<file path="src/rtl/aip_config_register_bank_pkg.sv">
// Purpose: shared constants, commit FSM encoding and address map helpers for the AIP config bank.
// Latency: none (declarations only).
// Backpressure: none (declarations only).
package aip_config_pkg;

  // Control register bit positions (control address = REGISTERS+1)
  localparam int CTRL_COMMIT = 0;
  localparam int CTRL_FLUSH  = 1;

  // Commit FSM: waiting for a commit request, or holding one until the core goes idle
  typedef enum logic {
    IDLE    = 1'b0,
    PENDING = 1'b1
  } commit_state_t;

  // The stream push port sits directly after the last config register
  function automatic int stream_address(input int registers);
    return registers;
  endfunction

  // The control port sits directly after the stream push port
  function automatic int control_address(input int registers);
    return registers + 1;
  endfunction

endpackage

</file>
<file path="src/rtl/aip_config_register_bank_if.sv">
// Purpose: host write bus plus core-side config/stream signals of the AIP config bank.
// Latency: none (wiring only).
// Backpressure: stream side is ready/valid; host writes are never stalled.
interface aip_config_register_bank_if #(
  parameter int DATAWIDTH   = 32,
  parameter int REGISTERS   = 8,
  parameter int STREAMDEPTH = 4
);
  localparam int ADDRWIDTH  = $clog2(REGISTERS + 2);
  localparam int LEVELWIDTH = $clog2(STREAMDEPTH + 1);

  logic                           writeEnable;
  logic [ADDRWIDTH-1:0]           writeAddress;
  logic [DATAWIDTH/8-1:0]         writeStrobe;
  logic [DATAWIDTH-1:0]           dataInput;
  logic [REGISTERS*DATAWIDTH-1:0] configOut;
  logic                           coreIdle;
  logic                           commitPending;
  logic                           commitDone;
  logic [DATAWIDTH-1:0]           streamData;
  logic                           streamValid;
  logic                           streamReady;
  logic [LEVELWIDTH-1:0]          streamLevel;
  logic                           streamOverflow;

  // Host / core side: drives writes, idle and ready; observes everything else
  modport master (
    output writeEnable, writeAddress, writeStrobe, dataInput, coreIdle, streamReady,
    input  configOut, commitPending, commitDone, streamData, streamValid, streamLevel,
           streamOverflow
  );

  // Register bank side
  modport slave (
    input  writeEnable, writeAddress, writeStrobe, dataInput, coreIdle, streamReady,
    output configOut, commitPending, commitDone, streamData, streamValid, streamLevel,
           streamOverflow
  );

endinterface

</file>
<file path="src/rtl/aip_config_register_bank_fifo.sv">
// Purpose: generic first-word-fall-through FIFO with synchronous flush and occupancy count.
// Latency: pushed word is visible on headData one cycle after the push edge (no bypass).
// Backpressure: push ignored when full unless a pop happens the same cycle; pop ignored when empty.
module aip_stream_fifo #(
  parameter int DATAWIDTH   = 32,
  parameter int STREAMDEPTH = 4
) (
  input  logic                               writeClock,
  input  logic                               reset,
  input  logic                               push,
  input  logic [DATAWIDTH-1:0]               pushData,
  input  logic                               pop,
  input  logic                               flush,
  output logic [DATAWIDTH-1:0]               headData,
  output logic                               notEmpty,
  output logic                               full,
  output logic [$clog2(STREAMDEPTH+1)-1:0]   level
);
  localparam int PTRWIDTH   = $clog2(STREAMDEPTH);
  localparam int LEVELWIDTH = $clog2(STREAMDEPTH + 1);

  logic [DATAWIDTH-1:0]  storage [STREAMDEPTH];
  logic [PTRWIDTH-1:0]   readPtr;
  logic [PTRWIDTH-1:0]   writePtr;
  logic [LEVELWIDTH-1:0] count;
  logic                  doPush;
  logic                  doPop;

  // Qualify requests: a full FIFO still accepts a push when the head leaves the same cycle
  always_comb begin
    full     = (count == LEVELWIDTH'(STREAMDEPTH));
    notEmpty = (count != '0);
    doPop    = pop && notEmpty;
    doPush   = push && (!full || doPop);
    headData = storage[readPtr];
    level    = count;
  end

  // Pointers wrap naturally because the depth is a power of two; flush wins over push/pop
  always_ff @(posedge writeClock or negedge reset) begin
    if (!reset) begin
      readPtr  <= '0;
      writePtr <= '0;
      count    <= '0;
    end else if (flush) begin
      readPtr  <= '0;
      writePtr <= '0;
      count    <= '0;
    end else begin
      if (doPush) writePtr <= writePtr + 1'b1;
      if (doPop)  readPtr  <= readPtr + 1'b1;
      if (doPush && !doPop)      count <= count + 1'b1;
      else if (doPop && !doPush) count <= count - 1'b1;
    end
  end

  // Data storage needs no reset: occupancy alone decides what is valid
  always_ff @(posedge writeClock) begin
    if (doPush && !flush) storage[writePtr] <= pushData;
  end

endmodule

</file>
<file path="src/rtl/aip_config_register_bank.sv">
// Purpose: byte-writable shadow config registers committed atomically to an active set, plus stream FIFO.
// Latency: commit applies at the first edge with coreIdle after the request (earliest one edge after the control write).
// Backpressure: stream pushes dropped when full with no pop (sticky overflow); commits wait for coreIdle.
module aip_config_register_bank
  import aip_config_pkg::*;
#(
  parameter int DATAWIDTH   = 32,
  parameter int REGISTERS   = 8,
  parameter int STREAMDEPTH = 4
) (
  input  logic                       writeClock,
  input  logic                       reset,
  aip_config_register_bank_if.slave  bus
);
  localparam int ADDRWIDTH = $clog2(REGISTERS + 2);
  localparam int BYTES     = DATAWIDTH / 8;
  localparam logic [ADDRWIDTH-1:0] STREAMADDR = ADDRWIDTH'(stream_address(REGISTERS));
  localparam logic [ADDRWIDTH-1:0] CTRLADDR   = ADDRWIDTH'(control_address(REGISTERS));

  logic [DATAWIDTH-1:0] shadow [REGISTERS];
  logic [DATAWIDTH-1:0] active [REGISTERS];

  logic          cfgWrite;
  logic          streamPush;
  logic          ctrlWrite;
  logic          commitRequest;
  logic          flushRequest;
  logic          streamPop;
  logic          fifoFull;
  logic          transfer;
  logic          doneQ;
  logic          overflowQ;
  commit_state_t state;
  commit_state_t nextState;

  // Address decode; anything above the control address falls through all three and is ignored
  always_comb begin
    cfgWrite      = bus.writeEnable && (bus.writeAddress < STREAMADDR);
    streamPush    = bus.writeEnable && (bus.writeAddress == STREAMADDR);
    ctrlWrite     = bus.writeEnable && (bus.writeAddress == CTRLADDR);
    commitRequest = ctrlWrite && bus.dataInput[CTRL_COMMIT];
    flushRequest  = ctrlWrite && bus.dataInput[CTRL_FLUSH];
    streamPop     = bus.streamValid && bus.streamReady;
  end

  // Shadow registers take host writes byte by byte under the strobe mask
  always_ff @(posedge writeClock or negedge reset) begin
    if (!reset) begin
      for (int i = 0; i < REGISTERS; i++) shadow[i] <= '0;
    end else if (cfgWrite) begin
      for (int i = 0; i < REGISTERS; i++) begin
        for (int k = 0; k < BYTES; k++) begin
          if (bus.writeAddress == ADDRWIDTH'(i) && bus.writeStrobe[k])
            shadow[i][k*8 +: 8] <= bus.dataInput[k*8 +: 8];
        end
      end
    end
  end

  // Active set copies the whole shadow at once; a same-edge shadow write is not seen here
  always_ff @(posedge writeClock or negedge reset) begin
    if (!reset) begin
      for (int i = 0; i < REGISTERS; i++) active[i] <= '0;
    end else if (transfer) begin
      for (int i = 0; i < REGISTERS; i++) active[i] <= shadow[i];
    end
  end

  // Flatten the active set onto the core-facing bus
  always_comb begin
    bus.configOut = '0;
    for (int i = 0; i < REGISTERS; i++) bus.configOut[i*DATAWIDTH +: DATAWIDTH] = active[i];
  end

  // Commit FSM state register
  always_ff @(posedge writeClock or negedge reset) begin
    if (!reset) state <= IDLE;
    else        state <= nextState;
  end

  // Commit FSM next state: a new request always (re-)arms, even on the transfer edge
  always_comb begin
    nextState = state;
    case (state)
      IDLE:    if (commitRequest) nextState = PENDING;
      PENDING: if (bus.coreIdle && !commitRequest) nextState = IDLE;
      default: nextState = IDLE;
    endcase
  end

  // Commit FSM outputs
  always_comb begin
    transfer          = (state == PENDING) && bus.coreIdle;
    bus.commitPending = (state == PENDING);
    bus.commitDone    = doneQ;
  end

  // One-cycle done pulse following each transfer edge
  always_ff @(posedge writeClock or negedge reset) begin
    if (!reset) doneQ <= 1'b0;
    else        doneQ <= transfer;
  end

  // Sticky overflow: set by a dropped push, cleared only by flush (flush wins)
  always_ff @(posedge writeClock or negedge reset) begin
    if (!reset)                                  overflowQ <= 1'b0;
    else if (flushRequest)                       overflowQ <= 1'b0;
    else if (streamPush && fifoFull && !streamPop) overflowQ <= 1'b1;
  end

  assign bus.streamOverflow = overflowQ;

  aip_stream_fifo #(
    .DATAWIDTH   (DATAWIDTH),
    .STREAMDEPTH (STREAMDEPTH)
  ) u_stream_fifo (
    .writeClock (writeClock),
    .reset      (reset),
    .push       (streamPush),
    .pushData   (bus.dataInput),
    .pop        (bus.streamReady),
    .flush      (flushRequest),
    .headData   (bus.streamData),
    .notEmpty   (bus.streamValid),
    .full       (fifoFull),
    .level      (bus.streamLevel)
  );

endmodule

</file>
<file path="src/flat_wrapper.sv">
// flat-port wrapper written by rule: the top's interface ports become plain ports
module aip_config_register_bank_flat import aip_config_pkg::*;
#(
  parameter int DATAWIDTH   = 32,
  parameter int REGISTERS   = 8,
  parameter int STREAMDEPTH = 4
)
  (writeClock, reset, bus_writeEnable, bus_writeAddress, bus_writeStrobe, bus_dataInput, bus_coreIdle, bus_streamReady, bus_configOut, bus_commitPending, bus_commitDone, bus_streamData, bus_streamValid, bus_streamLevel, bus_streamOverflow);
  aip_config_register_bank_if #(.DATAWIDTH(DATAWIDTH), .REGISTERS(REGISTERS), .STREAMDEPTH(STREAMDEPTH)) bus_i ();
  input  logic writeClock;
  input  logic reset;
  input wire logic [$bits(bus_i.writeEnable)-1:0] bus_writeEnable;
  input wire logic [$bits(bus_i.writeAddress)-1:0] bus_writeAddress;
  input wire logic [$bits(bus_i.writeStrobe)-1:0] bus_writeStrobe;
  input wire logic [$bits(bus_i.dataInput)-1:0] bus_dataInput;
  input wire logic [$bits(bus_i.coreIdle)-1:0] bus_coreIdle;
  input wire logic [$bits(bus_i.streamReady)-1:0] bus_streamReady;
  output wire logic [$bits(bus_i.configOut)-1:0] bus_configOut;
  output wire logic [$bits(bus_i.commitPending)-1:0] bus_commitPending;
  output wire logic [$bits(bus_i.commitDone)-1:0] bus_commitDone;
  output wire logic [$bits(bus_i.streamData)-1:0] bus_streamData;
  output wire logic [$bits(bus_i.streamValid)-1:0] bus_streamValid;
  output wire logic [$bits(bus_i.streamLevel)-1:0] bus_streamLevel;
  output wire logic [$bits(bus_i.streamOverflow)-1:0] bus_streamOverflow;
  assign bus_i.writeEnable = bus_writeEnable;
  assign bus_i.writeAddress = bus_writeAddress;
  assign bus_i.writeStrobe = bus_writeStrobe;
  assign bus_i.dataInput = bus_dataInput;
  assign bus_i.coreIdle = bus_coreIdle;
  assign bus_i.streamReady = bus_streamReady;
  assign bus_configOut = bus_i.configOut;
  assign bus_commitPending = bus_i.commitPending;
  assign bus_commitDone = bus_i.commitDone;
  assign bus_streamData = bus_i.streamData;
  assign bus_streamValid = bus_i.streamValid;
  assign bus_streamLevel = bus_i.streamLevel;
  assign bus_streamOverflow = bus_i.streamOverflow;
  aip_config_register_bank #(.DATAWIDTH(DATAWIDTH), .REGISTERS(REGISTERS), .STREAMDEPTH(STREAMDEPTH)) u_core (.writeClock(writeClock), .reset(reset), .bus(bus_i));
endmodule
</file>
<file path="config.mk">
export PLATFORM = sky130hd
export DESIGN_NAME = aip_config_register_bank_flat
export DESIGN_NICKNAME = d
export VERILOG_FILES = /design/src/rtl/aip_config_register_bank_pkg.sv /design/src/rtl/aip_config_register_bank_if.sv /design/src/rtl/aip_config_register_bank_fifo.sv /design/src/rtl/aip_config_register_bank.sv /design/src/flat_wrapper.sv
export SDC_FILE = /design/constraint.sdc
export NUM_CORES = 1
export LEC_CHECK = 0
export BUFFER_PORTS_ARGS = -buffer_cell sky130_fd_sc_hd__buf_4
export CORE_MARGIN = 3
export CORE_UTILIZATION = 50
export CTS_CLUSTER_DIAMETER = 50
export DETAILED_ROUTE_END_ITERATION = 10
export GPL_ROUTABILITY_DRIVEN = 0
export PLACE_DENSITY_LB_ADDON = 0.08
export SYNTH_ARGS = -nofsm -noshare
export SYNTH_HDL_FRONTEND = slang
export SYNTH_HIERARCHICAL = 1
export SYNTH_SLANG_ARGS = --single-unit
</file>
<file path="constraint.sdc">
create_clock -name writeClock -period 4.4 [get_ports writeClock]
set_input_delay 0.66 -clock writeClock [delete_from_list [all_inputs] [get_ports writeClock]]
set_output_delay 0.66 -clock writeClock [all_outputs]
set_load 0.05 [all_outputs]
</file>
==> run summary, run 1 <==
Hold Buf Count CTS -> 0
Worst EP required -> 3.74 ns
Crit Path Category -> flop to output pin
Power share of the sequential group -> 42.9%
Layout Nets -> 1776
Initial Utilization -> 50.9%
Worst-Skew Late Latency -> 0.58 ns
Min Clock Period, post-route -> 3.26 ns
IO Port Bufs -> 339
DR WL/cell -> 24.1 um
CTS max path bufs -> 3
Asr flop ratio synth -> 80.3%
Most common cell in the synthesized netlist -> dfrtp_1
Mapped Cells -> 1341
Via count -> 13000
DRC viols -> 0
Fin crit share -> 74.2%
Hold Crit Class -> input pin to asynchronous set/reset pin
Final Skew -> 0.0143 ns
IO Pins -> 340
GRT Resource Usage Total -> 22.6%
Iteration-0 DRC Markers -> 504
Max Fclk -> 306 MHz
Pwr/cell area -> 590 mW/mm^2
HPWL after DPL -> 37100 um
Cell Int Power -> 12.1 mW
Via/cell ratio -> 5.45
Resized cells post-CTS -> 0
Slew HR -> 29.1%
Unrepaired setup endpoints after global routing -> false
Total gr overflow -> 0
Vias in the first global route -> 13800
FP Rows -> 80
Final setup fails -> 0
Max Cap Viol -> 0
Setup repair bufs after CTS -> 0
Clk pwr share -> 32.1%
TNS Setup -> 0 ns
Fillers -> 3564
Gate power share -> 25.0%
FF+latch area -> 0.0169 mm^2
Post-synth EDFFs -> 128
Switch share -> 32.0%
Die ar. -> 0.0516 mm^2
Clock-pin slew on the worst setup and hold paths -> 0.06 ns
Total Wirelength -> 57600 um
#FFs+latches synth -> 650
Top_reg_cell synth -> dfrtp_1
Worst-margin pin slew -> 1.06 ns
Warnings, synthesis -> 6
Critical path peak fanout -> 24
First-pass GRT wire length -> 87100 um
Area of the multi-input gates -> 0.00733 mm^2
Core ar. -> 0.0480 mm^2
Drt pass-1 iters -> 4
Cts bufs inserted -> 69
Die Ht -> 227 um
Synth top area cells -> dfrtp_1, mux2_2, edfxtp_1, mux4_2, buf_2
Sw Pwr -> 5.69 mW
Final hold vios -> 0
Post-synthesis cell area -> 0.0245 mm^2
Clk sink count -> 650
Yosys top cell by area -> dfrtp_1
Root Driver -> clkbuf_16
Crit start category -> flop
Final Util -> 62.7%
Netlist cell types -> 44
Peak VDD IR -> 0.000348 V
CTS tree -> yes
WP data arrival -> 2.60 ns
Mapped Avg Cell Area -> 18.3 um^2
Leak pwr -> 14.2 nW
Dpl cells -> 2269
Routed Antenna Nets -> 0
Chip width -> 227 um
H-Tree Depth -> 3
Status -> finished, final reports clean
Syn nets -> 1392
Post-synth top cells -> dfrtp_1, mux2_2, edfxtp_1, buf_2, mux4_2
Area grow syn2layout -> 23.0%
Non-Filler Instances -> 2392
Share of cells above drive strength 1 -> 59.3%
Seq/Total Area, Yosys -> 69.1%
Top cell type's share of synthesized area -> 53.4%
Largest net degree at the start of global routing -> 130
Initial antenna violation count -> 4
CP Capture Type -> output pin
Pins Over Slew Limit -> 0
-- cell families after synthesis --
kind of cell / Yosys count / synth area share, %
flops: 650 / 69.1
buf+inv: 57 / 1.13
simple gates: 70 / 2.44
fa+ha+maj: 6 / 0.337
compound gates: 8 / 0.271
xor+xnor: 4 / 0.143
mux: 546 / 26.6
-- registers in the layout (all words and copies together), names as in the netlist --
register,count
u_core/bus.streamOverflow,1
u_core/u_stream_fifo/writePtr,2
u_core/u_stream_fifo/storage,128
u_core/u_stream_fifo/level,3
u_core/bus.configOut,256
u_core/u_stream_fifo/readPtr,2
u_core/shadow,256
u_core/bus.commitDone,1
u_core/bus.commitPending,1
-- layout make-up --
type	instances	share of cell area, %
antenna	2	0.0166
clock inverter	11	0.374
multi-input combinational	634	24.4
inverter	8	0.116
sequential	650	56.2
timing repair buffer	362	9.30
clock buffer	110	7.10
tap	615	2.56
-- cell usage in the layout (no fill, tap or decap), drive strengths merged, types with 8 or more instances in the layout --
cell and count:
dfrtp 522, mux2 513, buf 362, edfxtp 128
clkbuf 110, mux4 32, nor2 23, inv 10
nand3 9, nor3b 9, nand3b 8
-- metal layers --
metal	global-route usage, %	share of wire [%]	vias up
li1	-	-	5697
met2	36.1	48	282
met1	30.4	43	6948
met3	7.18	6.5	97
met4	6.34	2.5	4
met5	0	0.042	-
-- power groups by stage --
| stage | registers [mW] | clock network, mW | logic [mW] |
|---|---|---|---|
| after floorplan | 8.72 | 0 | 1.90 |
| after global placement | 7.69 | 0 | 4.44 |
| after detailed placement | 7.74 | 0 | 4.49 |
| after CTS | 7.63 | 5.84 | 4.50 |
| after global routing | 7.74 | 6.09 | 4.67 |
| final | 7.62 | 5.70 | 4.45 |
-- worst max-delay path: stages, from the launching register on --
cell and delay, ns:
dfrtp_2 0.92, buf_4 0.32, mux4_2 0.56, buf_4 0.21
-- through the flow --
stage / cell area, um^2 / hold slack [ns] / total power, mW / setup slack [ns]
floorplan: 24500 / 0.364 / 10.6 / -0.0569
global placement: 27800 / 0.479 / 12.1 / 1.36
detailed placement: 27800 / 0.487 / 12.2 / 1.30
CTS: 30100 / 0.186 / 18.0 / 1.05
global route: 30100 / 0.211 / 18.5 / 0.945
finish: 30100 / 0.167 / 17.8 / 1.14
-- worst paths after layout --
kind,start,end,slack (ns),cells past startpoint
min in group writeClock,bus_dataInput[9],u_core/u_stream_fifo/storage[0][9]$_DFFE_PP_,0.39,1
max in group asynchronous,reset,u_core/shadow[227]$_DFFE_PN0P_,3.17,2
worst max register to register,u_core/u_stream_fifo/level[1]$_DFFE_PN0P_,u_core/u_stream_fifo/level[2]$_DFFE_PN0P_,1.74,8
worst max-delay path,u_core/u_stream_fifo/readPtr[0]$_DFFE_PN0P_,bus_streamData[21],1.14,3
worst min-delay path,reset,u_core/bus.configOut[19]$_DFFE_PN0P_,0.17,1
worst min register to register,u_core/shadow[154]$_DFFE_PN0P_,u_core/bus.configOut[122]$_DFFE_PN0P_,0.49,1
Power figures use the tool's default switching activity.
==> run 2: changes to the inputs <==
clock period = 2.8 ns   (was 4.4 ns; I/O delays follow)
==> run summary, run 2 (synthesized netlist as in run 1, its figures left out) <==
Status -> finished, final reports clean
Final Util -> 63.2%
FP Rows -> 80
Worst slack at placement -> 0.237 ns
Non-Filler Instances -> 2424
Total gr overflow -> 0
Worst EP required -> 2.38 ns
Unrepaired setup endpoints after global routing -> false
Clk sink count -> 650
IO Pins -> 340
Crit Path Category -> flop to output pin
Root Driver -> clkbuf_16
Core ar. -> 0.0480 mm^2
IO Port Bufs -> 339
PnR worst setup slack -> 0.189 ns
Pins Over Slew Limit -> 0
DR WL/cell -> 23.4 um
CTS max path bufs -> 3
Area of the multi-input gates -> 0.00735 mm^2
Chip width -> 227 um
Hold Crit Class -> input pin to flop
CTS tree -> yes
Crit start category -> flop
Peak VDD IR -> 0.000554 V
Dpl cells -> 2294
Max Fclk -> 383 MHz
TNS Setup -> 0 ns
Leak pwr -> 14.3 nW
Most common cell after layout, fill and taps aside -> dfrtp_1
GRT Resource Usage Total -> 22.3%
Via/cell ratio -> 5.38
Final Skew -> 0.0179 ns
Area grow syn2layout -> 24.0%
Die Ht -> 227 um
Min Clock Period, post-route -> 2.61 ns
Share of cells above drive strength 1 -> 59.6%
Worst-Skew Late Latency -> 0.60 ns
Slew HR -> 54.8%
H-Tree Depth -> 3
Initial Utilization -> 50.9%
Max Cap Viol -> 0
Via count -> 13000
Clock-pin slew on the worst setup and hold paths -> 0.06 ns
Cts bufs inserted -> 71
Vias in the first global route -> 13900
Fin crit share -> 93.2%
Final setup fails -> 0
Worst-margin pin slew -> 0.678 ns
Iteration-0 DRC Markers -> 655
FF+latch area -> 0.0169 mm^2
Drt pass-1 iters -> 4
Tot Pwr -> 27.9 mW
Critical path peak fanout -> 20
Commonest cells after routing, fill and taps aside -> dfrtp_1, mux2_2, buf_4
Initial antenna violation count -> 2
Die ar. -> 0.0516 mm^2
HPWL after DPL -> 37700 um
Pwr/cell area -> 918 mW/mm^2
CP Capture Type -> output pin
Total Wirelength -> 56800 um
WP data arrival -> 2.19 ns
DRC viols -> 0
Largest net degree at the start of global routing -> 88
Final hold vios -> 0
Layout Nets -> 1804
Routed Antenna Nets -> 0
First-pass GRT wire length -> 86100 um
Fillers -> 3592
## run 2: cell types whose count changed in the layout (fill, tap and decap cells not counted), moves of 2 or more
cell	previous run	this run
inv_6	3	5
buf_12	6	11
clkbuf_1	21	28
buf_4	355	375
clkinv_2	4	9
clkbuf_8	15	5
nor3b_4	5	9
nor3b_2	4	0
## run 2: layout make-up
cell class                 count  area share [%]
timing repair buffer         388            10.1
clock buffer                 108            6.76
clock inverter                20           0.569
tap                          615            2.54
inverter                       8           0.115
antenna                        1         0.00825
multi-input combinational    634            24.2
sequential                   650            55.7
## run 2: through the flow
stage | hold WS [ns] | instance area (um^2)
after CTS | 0.0842 | 30300
after global placement | 0.422 | 28100
after detailed placement | 0.424 | 28100
after global routing | 0.107 | 30300
final | 0.132 | 30400
after floorplan | 0.124 | 24500
## run 2: routing by layer
| metal | global-route usage, % | part of all wire [%] | vias up |
|---|---|---|---|
| met3 | 6.67 | 6.4 | 82 |
| met1 | 30.4 | 43 | 6955 |
| met2 | 35.9 | 48 | 267 |
| li1 | - | - | 5731 |
| met4 | 5.28 | 1.7 | 4 |
| met5 | 0 | 0.039 | - |
## run 2: power breakdown
| part | total [mW] | switching [mW] | internal (mW) |
|---|---|---|---|
| clock network | 8.89 | 3.63 | 5.26 |
| logic | 7.16 | 4.57 | 2.60 |
| registers | 11.8 | 0.794 | 11.0 |
| total | 27.9 | 8.99 | 18.9 |
## run 2: what timing repair did
action,in CTS,in global routing
hold buffers,1,0
endpoints found under the hold margin,45,0
resized for setup,0,0
buffers inserted,0,0
## run 2: path summary, 6_finish.rpt
| check | startpoint | to | slack [ns] | cells after the start |
|---|---|---|---|---|
| max | u_core/u_stream_fifo/readPtr[1]$_DFFE_PN0P_ | bus_streamData[17] | 0.19 | 3 |
| min | bus_dataInput[0] | u_core/u_stream_fifo/storage[3][0]$_DFFE_PP_ | 0.13 | 1 |
| max reg2reg | u_core/u_stream_fifo/level[1]$_DFFE_PN0P_ | u_core/u_stream_fifo/level[2]$_DFFE_PN0P_ | 0.23 | 8 |
| min reg2reg | u_core/shadow[101]$_DFFE_PN0P_ | u_core/bus.configOut[133]$_DFFE_PN0P_ | 0.50 | 1 |
| max in group asynchronous | reset | u_core/bus.configOut[169]$_DFFE_PN0P_ | 1.43 | 4 |
| min in group asynchronous | reset | u_core/shadow[21]$_DFFE_PN0P_ | 0.40 | 2 |
## run 2: critical path, cell delays in order (launching register included)
cell     delay (ns)
dfrtp_2        0.61
buf_4          0.38
mux4_2         0.37
buf_4          0.22
==> run 3: changes to the inputs <==
clock period = 3.3 ns   (was 2.8 ns; I/O delays follow)
==> run summary, run 3 (synthesized netlist as in run 1, its figures left out) <==
RR Endpoint -> u_core/u_stream_fifo/level[2]$_DFFE_PN0P_
TNS Setup -> 0 ns
Final hold vios -> 0
Critical Path Start -> u_core/u_stream_fifo/readPtr[0]$_DFFE_PN0P_
Share of cells above drive strength 1 -> 60.0%
Worst-Skew Late Latency -> 0.60 ns
IO Port Bufs -> 339
Min-delay src -> bus_dataInput[6]
Die ar. -> 0.0516 mm^2
Leak pwr -> 14.3 nW
Max Fclk -> 341 MHz
Die Ht -> 227 um
CTS tree -> yes
Hold Crit Class -> input pin to flop
Final hold slack -> 0.192 ns
Reg2Reg Depth -> 8
Initial Utilization -> 50.9%
Crit Path Category -> flop to output pin
Hold Path Stages -> 1
Core ar. -> 0.0480 mm^2
Via/cell ratio -> 5.39
CP Capture Type -> output pin
Layout Nets -> 1790
Iteration-0 DRC Markers -> 666
Max Cap Viol -> 0
Commonest cells after routing, fill and taps aside -> dfrtp_1, mux2_2, buf_4
IO Pins -> 340
Initial antenna violation count -> 3
Unrepaired setup endpoints after global routing -> false
Worst EP required -> 2.80 ns
RR Startpoint -> u_core/u_stream_fifo/level[1]$_DFFE_PN0P_
WP data arrival -> 2.44 ns
Vias in the first global route -> 13700
Fin crit share -> 89.0%
Setup repair bufs after CTS -> 0
Cts bufs inserted -> 71
Status -> finished, final reports clean
Largest net degree at the start of global routing -> 130
HPWL after DPL -> 37000 um
H-Tree Depth -> 3
Clock-pin slew on the worst setup and hold paths -> 0.06 ns
Pwr/cell area -> 786 mW/mm^2
Routed Antenna Nets -> 0
First-pass GRT wire length -> 85100 um
R2R setup slack -> 0.57 ns
DRC viols -> 0
Area grow syn2layout -> 23.9%
Worst-margin pin slew -> 0.857 ns
Root Driver -> clkbuf_16
Crit start category -> flop
Peak VDD IR -> 0.000543 V
Total Wirelength -> 56200 um
Total gr overflow -> 0
Min Clock Period, post-route -> 2.94 ns
Chip width -> 227 um
Final setup fails -> 0
Final Skew -> 0.0196 ns
DR WL/cell -> 23.4 um
Slew HR -> 42.9%
Pins Over Slew Limit -> 0
Hold Crit Endpoint -> u_core/u_stream_fifo/storage[3][6]$_DFFE_PP_
Critical path peak fanout -> 16
FP Rows -> 80
CTS max path bufs -> 3
Most common cell after layout, fill and taps aside -> dfrtp_1
Drt pass-1 iters -> 4
GRT Resource Usage Total -> 22.1%
Via count -> 13000
Clk sink count -> 650
==> run 3: cell count changes in the layout (fill, tap and decap cells not counted), sizes merged <==
| cell | before | now |
|---|---|---|
| inv | 14 | 13 |
| clkinvlp | 1 | 0 |
| clkinv | 11 | 10 |
| buf | 387 | 373 |
| clkbuf | 108 | 106 |
==> run 3: final cells by class <==
cell class              instances  area (um^2)
fillers                      3552        17700
flip-flops and latches        650        16900
multi-input cells             634         7330
repair buffers                374         2930
clock buffers                 106         2180
well taps                     615          769
clock inverters                17          159
inverters                       8         35.0
diodes                          1         2.50
==> run 3: power by group <==
part	switching (mW)	total [mW]	internal [mW]
registers	0.763	10.1	9.34
logic	3.79	5.98	2.19
clock network	3.04	7.76	4.72
==> run 3: stage by stage <==
step | cells | util, % | area [um^2] | setup slack, ns | total power, mW
after global routing | 2405 | 63.1 | 30300 | 0.209 | 24.8
final | 2405 | 63.1 | 30300 | 0.364 | 23.8
after global placement | 2280 | 58.2 | 28000 | 0.630 | 16.2
after floorplan | 1341 | - | 24500 | -0.992 | 14.2
after detailed placement | 2280 | 58.2 | 28000 | 0.591 | 16.3
after CTS | 2404 | 63.1 | 30300 | 0.277 | 24.1
==> run 3: repair_timing <==
item / 4_1_cts / 5_1_grt
endpoints found under the hold margin: 55 / 0
hold buffers: 1 / 0
endpoints found under the setup margin: 0 / 0
gates resized for setup: 0 / 0
==> run 3: how the worst max path moves through the flow <==
| stage | end | slack [ns] | cells after the start |
|---|---|---|---|
| after floorplan | u_core/u_stream_fifo/storage[0][0]$_DFFE_PP_ | -0.99 | 6 |
| after global placement | u_core/u_stream_fifo/level[2]$_DFFE_PN0P_ | 0.63 | 10 |
| after detailed placement | u_core/u_stream_fifo/level[2]$_DFFE_PN0P_ | 0.59 | 10 |
| after CTS | bus_streamData[29] | 0.28 | 3 |
| after global routing | bus_streamData[31] | 0.21 | 3 |
| final | bus_streamData[29] | 0.36 | 3 |
==> run 3: routing by layer <==
metal / global-route usage [%] / vias up / wire, um
met5: 0 / - / 21
met4: 5.36 / 4 / 1060
met3: 6.77 / 93 / 3730
met2: 35.8 / 284 / 27400
met1: 29.6 / 6855 / 24000
li1: - / 5717 / -
==> run 3: critical path, cell delays in order, from the launching register on <==
cell and delay, ns:
dfrtp_2 0.71, buf_4 0.33, mux4_2 0.60, buf_4 0.22
